File: src/rtl/conv3x3_relu_stream_pkg.sv
// Shared CNN types: image geometry, pixel/weight/accumulator types and the stream FSM states.
// Latency: n/a (types and constants only).
// Backpressure: n/a; consumers are push-only streams.
package conv3x3_relu_stream_pkg;

    localparam int CNN_KERNEL       = 3;
    localparam int CNN_IMG_WIDTH    = 20;
    localparam int CNN_IMG_HEIGHT   = 20;
    localparam int CNN_PIX_WIDTH    = 8;
    localparam int CNN_WEIGHT_WIDTH = 8;
    localparam int CNN_DATA_WIDTH   = 24;
    // 9 signed products of (PIX+1)x(WEIGHT) bits need 4 guard bits for the sum.
    localparam int CNN_ACC_WIDTH    = CNN_PIX_WIDTH + CNN_WEIGHT_WIDTH + 5;

    typedef logic        [CNN_PIX_WIDTH-1:0]    pix_t;
    typedef logic signed [CNN_WEIGHT_WIDTH-1:0] weight_t;
    typedef logic signed [CNN_ACC_WIDTH-1:0]    acc_t;
    typedef logic        [CNN_DATA_WIDTH-1:0]   data_t;

    typedef enum logic [1:0] {
        ST_IDLE  = 2'd0,
        ST_RUN   = 2'd1,
        ST_DRAIN = 2'd2
    } state_t;

endpackage

File: src/rtl/conv3x3_relu_stream_line_buffer.sv
// Single-row delay line: dout_o is the sample pushed DEPTH enabled cycles earlier.
// Latency: DEPTH enabled pushes; output is combinational from the oldest entry.
// Backpressure: none; en_i freezes the whole row while the stream has a gap.
module line_buffer #(
    parameter int WIDTH = 8,
    parameter int DEPTH = 20
) (
    input  logic             clk_i,
    input  logic             en_i,
    input  logic [WIDTH-1:0] din_i,
    output logic [WIDTH-1:0] dout_o
);

    logic [WIDTH-1:0] mem_q [DEPTH];

    // Shift one row position per accepted pixel; contents need no reset because
    // no result is formed until a fresh frame has refilled both rows.
    always_ff @(posedge clk_i) begin
        if (en_i) begin
            mem_q[0] <= din_i;
            for (int i = 1; i < DEPTH; i++) begin
                mem_q[i] <= mem_q[i-1];
            end
        end
    end

    assign dout_o = mem_q[DEPTH-1];

endmodule

File: src/rtl/conv3x3_relu_stream.sv
// 3x3 signed-weight convolution + ReLU over a raster pixel stream, one result per full window.
// Latency: valid_out exactly 2 cycles after the pixel completing the window (window reg, MAC reg).
// Backpressure: none; every valid_in pixel is consumed (except when w_load wins in IDLE).
module conv3x3_relu_stream
    import conv3x3_relu_stream_pkg::*;
#(
    parameter int PIX_WIDTH    = CNN_PIX_WIDTH,
    parameter int WEIGHT_WIDTH = CNN_WEIGHT_WIDTH,
    parameter int DATA_WIDTH   = CNN_DATA_WIDTH,
    parameter int IMG_WIDTH    = CNN_IMG_WIDTH,
    parameter int IMG_HEIGHT   = CNN_IMG_HEIGHT
) (
    input  logic                           clk,
    input  logic                           rst_n,
    input  logic                           w_load,
    input  logic signed [WEIGHT_WIDTH-1:0] w_data,
    input  logic                           valid_in,
    input  logic        [PIX_WIDTH-1:0]    pixel_in,
    output logic                           valid_out,
    output logic        [DATA_WIDTH-1:0]   pixel_out,
    output logic                           frame_done,
    output logic                           busy
);

    localparam int NTAP  = CNN_KERNEL * CNN_KERNEL;
    localparam int PROD_W = PIX_WIDTH + WEIGHT_WIDTH + 1;
    localparam int ACC_W = PROD_W + 4;
    localparam int COL_W = $clog2(IMG_WIDTH);
    localparam int ROW_W = $clog2(IMG_HEIGHT);

    state_t                         state_q, state_d;
    logic signed [WEIGHT_WIDTH-1:0] w_q [NTAP];
    logic        [3:0]              widx_q;
    logic        [COL_W-1:0]        col_q;
    logic        [ROW_W-1:0]        row_q;
    logic        [PIX_WIDTH-1:0]    win_q [NTAP];
    logic                           win_vld_q, win_last_q;
    logic                           valid_q, done_q;
    logic        [DATA_WIDTH-1:0]   pix_out_q;
    logic        [PIX_WIDTH-1:0]    lb0_out, lb1_out;
    logic                           w_wr, accept, col_last, row_last, last_pix, win_full;
    logic signed [ACC_W-1:0]        acc_sum;
    logic        [ACC_W-1:0]        relu_val;

    // A weight write in IDLE steals the cycle: the coincident pixel is dropped.
    assign w_wr     = (state_q == ST_IDLE) && w_load;
    assign accept   = valid_in && !w_wr;
    assign col_last = (col_q == COL_W'(IMG_WIDTH - 1));
    assign row_last = (row_q == ROW_W'(IMG_HEIGHT - 1));
    assign last_pix = col_last && row_last;
    assign win_full = (row_q >= ROW_W'(2)) && (col_q >= COL_W'(2));

    // Row r-1 and row r-2 at the current column.
    line_buffer #(.WIDTH(PIX_WIDTH), .DEPTH(IMG_WIDTH)) u_lb0 (
        .clk_i(clk), .en_i(accept), .din_i(pixel_in), .dout_o(lb0_out)
    );
    line_buffer #(.WIDTH(PIX_WIDTH), .DEPTH(IMG_WIDTH)) u_lb1 (
        .clk_i(clk), .en_i(accept), .din_i(lb0_out), .dout_o(lb1_out)
    );

    // FSM state register.
    always_ff @(posedge clk or negedge rst_n) begin
        if (!rst_n) state_q <= ST_IDLE;
        else        state_q <= state_d;
    end

    // FSM next state: DRAIN waits for the frame's last result unless a new frame starts.
    always_comb begin
        state_d = state_q;
        case (state_q)
            ST_IDLE:  if (accept) state_d = ST_RUN;
            ST_RUN:   if (accept && last_pix) state_d = ST_DRAIN;
            ST_DRAIN: begin
                if (accept)      state_d = ST_RUN;
                else if (done_q) state_d = ST_IDLE;
            end
            default:  state_d = ST_IDLE;
        endcase
    end

    // Weight bank, written sequentially in IDLE with a wrapping index.
    always_ff @(posedge clk or negedge rst_n) begin
        if (!rst_n) begin
            for (int i = 0; i < NTAP; i++) w_q[i] <= '0;
            widx_q <= '0;
        end else if (w_wr) begin
            w_q[widx_q] <= w_data;
            widx_q      <= (widx_q == 4'd8) ? 4'd0 : widx_q + 4'd1;
        end
    end

    // Raster position of the next pixel, advanced only by accepted pixels.
    always_ff @(posedge clk or negedge rst_n) begin
        if (!rst_n) begin
            col_q <= '0;
            row_q <= '0;
        end else if (accept) begin
            if (col_last) begin
                col_q <= '0;
                row_q <= row_last ? '0 : row_q + ROW_W'(1);
            end else begin
                col_q <= col_q + COL_W'(1);
            end
        end
    end

    // Stage 1: shift the 3x3 window left and flag windows that lie fully inside the image.
    always_ff @(posedge clk or negedge rst_n) begin
        if (!rst_n) begin
            for (int i = 0; i < NTAP; i++) win_q[i] <= '0;
            win_vld_q  <= 1'b0;
            win_last_q <= 1'b0;
        end else begin
            win_vld_q  <= accept && win_full;
            win_last_q <= accept && last_pix;
            if (accept) begin
                for (int r = 0; r < CNN_KERNEL; r++) begin
                    win_q[r*3+0] <= win_q[r*3+1];
                    win_q[r*3+1] <= win_q[r*3+2];
                end
                win_q[2] <= lb1_out;
                win_q[5] <= lb0_out;
                win_q[8] <= pixel_in;
            end
        end
    end

    // Signed MAC of the registered window: pixels are zero-extended, weights sign-extended.
    always_comb begin
        logic signed [PROD_W-1:0] prod;
        acc_sum = '0;
        prod    = '0;
        for (int i = 0; i < NTAP; i++) begin
            prod    = $signed({{(WEIGHT_WIDTH + 1){1'b0}}, win_q[i]})
                    * $signed({{(PIX_WIDTH + 1){w_q[i][WEIGHT_WIDTH-1]}}, w_q[i]});
            acc_sum = acc_sum + {{(ACC_W - PROD_W){prod[PROD_W-1]}}, prod};
        end
    end

    assign relu_val = acc_sum[ACC_W-1] ? '0 : $unsigned(acc_sum);

    // Stage 2: register the ReLU'd result; pixel_out holds between results.
    always_ff @(posedge clk or negedge rst_n) begin
        if (!rst_n) begin
            valid_q   <= 1'b0;
            done_q    <= 1'b0;
            pix_out_q <= '0;
        end else begin
            valid_q <= win_vld_q;
            done_q  <= win_vld_q && win_last_q;
            if (win_vld_q) pix_out_q <= DATA_WIDTH'(relu_val);
        end
    end

    assign valid_out  = valid_q;
    assign frame_done = done_q;
    assign pixel_out  = pix_out_q;
    assign busy       = (state_q != ST_IDLE);

endmodule

File: config.mk
export PLATFORM = sky130hd
export DESIGN_NAME = conv3x3_relu_stream
export DESIGN_NICKNAME = d
export VERILOG_FILES = /design/src/rtl/conv3x3_relu_stream_pkg.sv /design/src/rtl/conv3x3_relu_stream_line_buffer.sv /design/src/rtl/conv3x3_relu_stream.sv
export SDC_FILE = /design/constraint.sdc
export NUM_CORES = 2
export LEC_CHECK = 0
export ABC_AREA = 1
export CORE_MARGIN = 5
export CORE_UTILIZATION = 40
export CTS_BUF_LIST = sky130_fd_sc_hd__clkbuf_2 sky130_fd_sc_hd__clkbuf_4 sky130_fd_sc_hd__clkbuf_8
export CTS_CLUSTER_SIZE = 28
export DETAILED_ROUTE_END_ITERATION = 7
export PLACE_DENSITY_LB_ADDON = 0.08
export SLEW_MARGIN = 40
export SYNTH_ARGS = -nofsm -noshare
export SYNTH_HDL_FRONTEND = slang
export SYNTH_HIERARCHICAL = 1
export SYNTH_SLANG_ARGS = --single-unit
File: constraint.sdc
create_clock -name clk -period 10.8 [get_ports clk]
set_clock_uncertainty 0.05 [all_clocks]
set_input_delay 2.7 -clock clk [delete_from_list [all_inputs] [get_ports clk]]
set_output_delay 2.7 -clock clk [all_outputs]
set_load 0.02 [all_outputs]
# Word-level counts from Yosys, hierarchy flattened
# Memories as Yosys holds them, arrays and structs flattened. A register that Yosys moved wholly into a read port is not among the register bits.
# Cells that the tools add are included.
# op_classes
n_addsub	11
mul	9
order_cmp	4
eq_ne	8
muxes	14
bitwise	1
n_reduce_logical	14
# ops
operator	count
multiplier 9 x 8 -> 17 bit	9
adder 21 bit	4
bitwise mux 72 bit	1
demux 8 bit (select 4 bit)	1
adder 20 x 17 -> 21 bit	1
adder 19 x 17 -> 20 bit	1
two-way mux 20 bit	1
adder 18 x 17 -> 19 bit	1
adder 17 x 17 -> 18 bit	1
adder 5 x 1 -> 5 bit, second input constant	2
== test 5 bit, second input constant	2
greater-or-equal comparator 5 x 2 -> 1 bit, second input constant	2
two-way mux 5 bit	2
logical AND 1 bit	8
two-way mux 2 bit	4
two-way mux 8 bit	1
case mux 2 bit (3 select lines)	1
greater-or-equal comparator 5 bit, second input constant	1
< comparator 5 x 1 -> 1 bit, second input constant	1
NOT 4 -> 5 bit	1
adder 4 x 1 -> 4 bit, second input constant	1
== test 4 bit, second input constant	1
two-way mux 4 bit	1
inequality test 2 bit, second input constant	2
other kinds (9)	11
# word_totals
register_bits	177
ramBits	320
output_inout_bits	27
n_memories	2
# mem_list
memory	depth	word_bits	read_ports	rd_ports_with_merged_regs	write_ports	line_no	rtl
u_lb0.mem_q	20	8	20	0	20	conv3x3_relu_stream_line_buffer.sv:14	logic [WIDTH-1:0] mem_q [DEPTH];
u_lb1.mem_q	20	8	20	1	20	conv3x3_relu_stream_line_buffer.sv:14	

# Logic depth before layout (Yosys ltp)
# depth
ltp_word	10
ltp_mapped	49

# Hierarchy
# Netlist, hierarchy kept.
# modules_own_cells
module	n_inst	cells_each	area_per_inst_um2	seq_area_each_um2
conv3x3_relu_stream	1	3894	31461.4	4604.4
line_buffer	2	168	4864.7	4804.6

# Worst setup path before layout
# Ideal clock, no wire load.
# synth_timing
kind	reg2reg
start	register win_q[7] in the netlist's numbering
end	register pix_out_q[13], in the netlist pixel_out[13]
setup_time_ps	117
arrival_time_ps	9487
setup_slack_ps	1146
path_stages_with_launch	47
path_buffers	2
period_less_slack_ps	9654
path_cell_list	dfrtp_1 clkbuf_1 nand2_1 fa_1 fa_1 inv_1 fa_1 inv_1 fa_1 inv_1 ha_1 nand2_1 o21ai_0 a21oi_1 nor2_1 nor2_1 xor2_1 inv_1 (+11 left out) fa_1 inv_1 fa_1 inv_1 ha_1 nand2_2 inv_1 nand2_1 nand2_1 inv_2 nand2_1 nand2_1 nand3_2 nand2_1 nand2_2 buf_6 nand3_1 nand2_1
# synth_between
elab_chain_len	3
# synth_lines
element	line_no	rtl
from (decl)	conv3x3_relu_stream.sv:36	logic [PIX_WIDTH-1:0] win_q [NTAP];
from (signal, indexed assignment)	conv3x3_relu_stream.sv:118	win_q[r*3+0] <= win_q[r*3+1];
from (signal, indexed assignment)	conv3x3_relu_stream.sv:119	win_q[r*3+1] <= win_q[r*3+2];
multiplier 9 x 8 -> 17 bit	conv3x3_relu_stream.sv:135	* $signed({{(PIX_WIDTH + 1){w_q[i][WEIGHT_WIDTH-1]}}, w_q[i]});
adder 21 bit	conv3x3_relu_stream.sv:136	acc_sum = acc_sum + {{(ACC_W - PROD_W){prod[PROD_W-1]}}, prod};
two-way mux 20 bit	conv3x3_relu_stream.sv:140	assign relu_val = acc_sum[ACC_W-1] ? '0 : $unsigned(acc_sum);
to (signal assigned)	conv3x3_relu_stream.sv:151	if (win_vld_q) pix_out_q <= DATA_WIDTH'(relu_val);
to (decl)	conv3x3_relu_stream.sv:39	logic [DATA_WIDTH-1:0] pix_out_q;
# No other way between the ends.
# A chain may end at the register's enable or synchronous reset.

# Final worst setup path
# layout_timing
start	register win_q[15] in the netlist's numbering
end	register pix_out_q[8], in the netlist pixel_out[8]
# layout_between
elab_chain_len	4
# layout_lines
element	line_no
multiplier 9 x 8 -> 17 bit	conv3x3_relu_stream.sv:135
adder 21 bit (2 in a row)	conv3x3_relu_stream.sv:136
two-way mux 20 bit	conv3x3_relu_stream.sv:140
# No other way between the ends.

==> summary.md <==
| Metric | Value |
|---|---|
| Num CTS Buffers | 92 |
| R2R setup slack | 0.74 ns |
| Asr flop ratio synth | 0.365 |
| CP most frequent cell | fa_1 |
| Post-synthesis register bit count | 504 |
| Post-synth cell types | 41 |
| Run status | finished, final reports clean |
| Detailed Route WL | 101000 µm |
| Slowest cell on the critical path | dfrtp_1 |
| DR iter-0 viols | 1652 |
| Post-synthesis sequential area ratio | 0.345 |
| Die Outline Area | 109000 µm² |
| Nets | 5141 |
| DP HPWL | 79900 µm |
| Starting Density | 0.404 |
| Clock sinks | 504 |
| Total setup buffers inserted after CTS | 0 |
| Worst Path Max Fanout | 15 |
| Largest net degree at the start of global routing | 140 |
| Final Hold Viols | 0 |
| # rows | 117 |
| Worst skew pair latency | 0.73 ns |
| Critical Path AT | 10.63 ns |
| Total gr overflow | 0 |
| Minimum clock period | 10.06 ns |
| First-pass GRT wire length | 158000 µm |
| Synthesis Warnings | 6 |
| Max-Slew Margin vs Limit | 0.421 |
| Reg area | 14200 µm² |
| Setup TNS | 0 ns |
| Syn Area/Cell | 9.74 µm² |
| Final period utilization | 0.931 |
| Share of cells above drive strength 1 | 0.0542 |
| Worst path max stage delay | 0.57 ns |
| Fill cell count | 10100 |
| GP Congestion | 0.852 |
| RSZ-0062 raised after global routing | false |
| Number of global-route vias before repair | 26500 |
| Die Wd | 331 µm |
| Vias per cell | 4.55 |
| Die height | 331 µm |
| Worst Path Required | 11.37 ns |
| DR WL/cell | 18.0 µm |
| Crit start category | flip-flop |
| Hold WC Path Type | flip-flop to flip-flop |
| CTS max path bufs | 3 |
| Critical path class | flip-flop to flip-flop |
| IO Pins | 47 |
| Post-synthesis cell area | 41200 µm² |
| Tightest Pin Transition | 0.868 ns |
| Crit path capture type | flip-flop |
| Max-slew violation count | 0 |
| Routed via count | 25700 |
| CTS tree | yes |
| Worst path top cell family by delay | adder cells |
| Clk slew on worst S/H paths | 0.07 ns |
| Synth Flop Type | edfxtp_1 |
| Drt first pass iters | 6 |
| Area Growth Syn to Fin | 8.86% |
| Clock root buffer master | clkbuf_8 |
| IO Port Bufs | 42 |
| Total GRT Usage | 0.191 |
| Post-synthesis cell count | 4230 |
| Final setup viols | 0 |
| Area of the multi-input gates | 21800 µm² |
| Routed Antenna Nets | 0 |
| Post-synth EDFFs | 320 |
| CTS H-tree lvls | 3 |
| Max Freq | 99.4 MHz |
| Initial antenna violation count | 5 |
| Buf/Inv on CP | 9 |
| Final routed DRC violation total | 0 |
| Core Area | 102000 µm² |
| Max-cap check violation count | 0 |
==> Yosys cell counts, types with 2 or more instances <==
| cell | n | share of area |
|---|---|---|
| inv_1 | 1156 | 0.11 |
| nand2_1 | 920 | 0.084 |
| fa_1 | 519 | 0.25 |
| ha_1 | 399 | 0.12 |
| edfxtp_1 | 320 | 0.23 |
| dfrtp_1 | 184 | 0.11 |
| clkbuf_1 | 150 | 0.014 |
| nor2_1 | 123 | 0.011 |
| o21ai_0 | 117 | 0.014 |
| a21oi_1 | 84 | 0.010 |
| nand3_1 | 62 | 0.0075 |
| xor2_1 | 34 | 0.0072 |
| xnor2_1 | 29 | 0.0062 |
| buf_4 | 22 | 0.0040 |
| nor3_1 | 18 | 0.0022 |
| nand4_1 | 14 | 0.0021 |
| buf_2 | 13 | 0.0016 |
| inv_2 | 7 | 0.00064 |
| o21bai_1 | 7 | 0.0013 |
| or2_2 | 7 | 0.0011 |
| nand2_2 | 5 | 0.00076 |
| nor2_4 | 5 | 0.0014 |
| clkinv_1 | 4 | 0.00036 |
| nand3_2 | 4 | 0.00097 |
| nand3b_1 | 4 | 0.00073 |
| nor2_2 | 4 | 0.00061 |
| a211oi_1 | 2 | 0.00036 |
| a21o_1 | 2 | 0.00036 |
| buf_6 | 2 | 0.00055 |
| o31ai_1 | 2 | 0.00036 |
==> worst reg2reg max path, delay by kind of cell (launching register included) <==
kind                       cells  cell delay [ns]
xor gates and xnor gates       1             0.19
AOI/OAI and AO/OA              1             0.46
DFF                            1             0.57
and+or+nand+nor               10             1.14
buffers and inverters          9             0.51
adders and majority gates     15             7.04
==> what timing repair did <==
| item | 4_1_cts | 5_1_grt |
|---|---|---|
| gates resized for setup | 0 | 2 |
| endpoints found under the setup margin | 0 | 18 |
| hold buffers | 0 | 0 |
==> metrics by stage <==
| step | instance area (µm²) | utilization | setup slack, ns | hold WS [ns] | std cells |
|---|---|---|---|---|---|
| 2_1_floorplan | 41200 | - | 1.15 | 0.322 | 4233 |
| 3_3_place_gp | 42700 | 0.418 | 0.621 | 0.350 | 5474 |
| 3_5_place_dp | 42700 | 0.419 | 0.512 | 0.355 | 5475 |
| 4_1_cts | 44800 | 0.439 | 0.539 | 0.336 | 5649 |
| 5_1_grt | 44800 | 0.439 | 0.0578 | 0.361 | 5652 |
| 6_report | 44800 | 0.439 | 0.743 | 0.328 | 5653 |
==> layout make-up <==
type,instances,share of cell area
multi-input combinational,2374,0.486
clock buffer,143,0.0389
tap,1368,0.0382
clock inverter,31,0.00725
inverter,1168,0.0979
timing repair buffer,63,0.0148
antenna,2,0.000112
sequential,504,0.317
==> kinds of logic (layout without fill, tap and decap cells) <==
logic type,count (synthesis),after routing,share of synthesized area
AO/OA/AOI/OAI,218,218,0.0276
XOR/XNOR,63,63,0.0134
adder cells (fa/ha/maj),918,918,0.373
buffers and inverters,1355,1405,0.126
flip-flops,504,504,0.345
other,1,6,0.0000910
AND/OR/NAND/NOR,1171,1171,0.114
==> registers in the layout, summed over array words and instances, names as in the netlist, 2 cells and up <==
register / flops
u_lb0/mem_q: 160
col_q: 5
win_q: 72
w_q: 72
row_q: 5
u_lb1/mem_q: 160
widx_q: 4
pixel_out: 20
state_q: 2
==> layer usage <==
metal  routed length, µm  GRT usage  part of all wire
met3                4430     0.0353             0.044
met4                3030     0.0548             0.030
met1               46200      0.263              0.46
met5                  13          0           0.00013
met2               47800      0.312              0.47
==> cell usage in the layout (no fill, tap or decap), drive strengths merged, types with 14 or more instances in the layout <==
master         netlist  layout
clkbuf             150     144
nand3               66      66
clkinv               4      23
buf                 37      21
o21ai              117     117
fa                 519     519
dfrtp              184     184
xnor2               29      29
nand2              926     926
nand4               14      14
nor3                18      18
a21oi               85      85
edfxtp             320     320
inv               1164    1168
xor2                34      34
ha                 399     399
clkdlybuf4s50        0      41
nor2               133     133
==> worst paths after layout <==
check / from / end / cells past startpoint
worst max-delay path: win_q[15]$_DFFE_PN0P_ / pixel_out[8]$_DFFE_PN0P_ / 36
worst min-delay path: u_lb0/mem_q[3][31]$_DFFE_PP_ / u_lb0/mem_q[4][7]$_DFFE_PP_ / 0
worst max register to register: win_q[15]$_DFFE_PN0P_ / pixel_out[8]$_DFFE_PN0P_ / 36
worst min register to register: u_lb0/mem_q[3][31]$_DFFE_PP_ / u_lb0/mem_q[4][7]$_DFFE_PP_ / 0
max in group asynchronous: rst_n / win_q[29]$_DFFE_PN0P_ / 3
min in group asynchronous: rst_n / pixel_out[12]$_DFFE_PN0P_ / 1
Power is left out: the tool's default activity adds up to more than one toggle a clock period on the data nets, which glitch-free logic cannot reach.
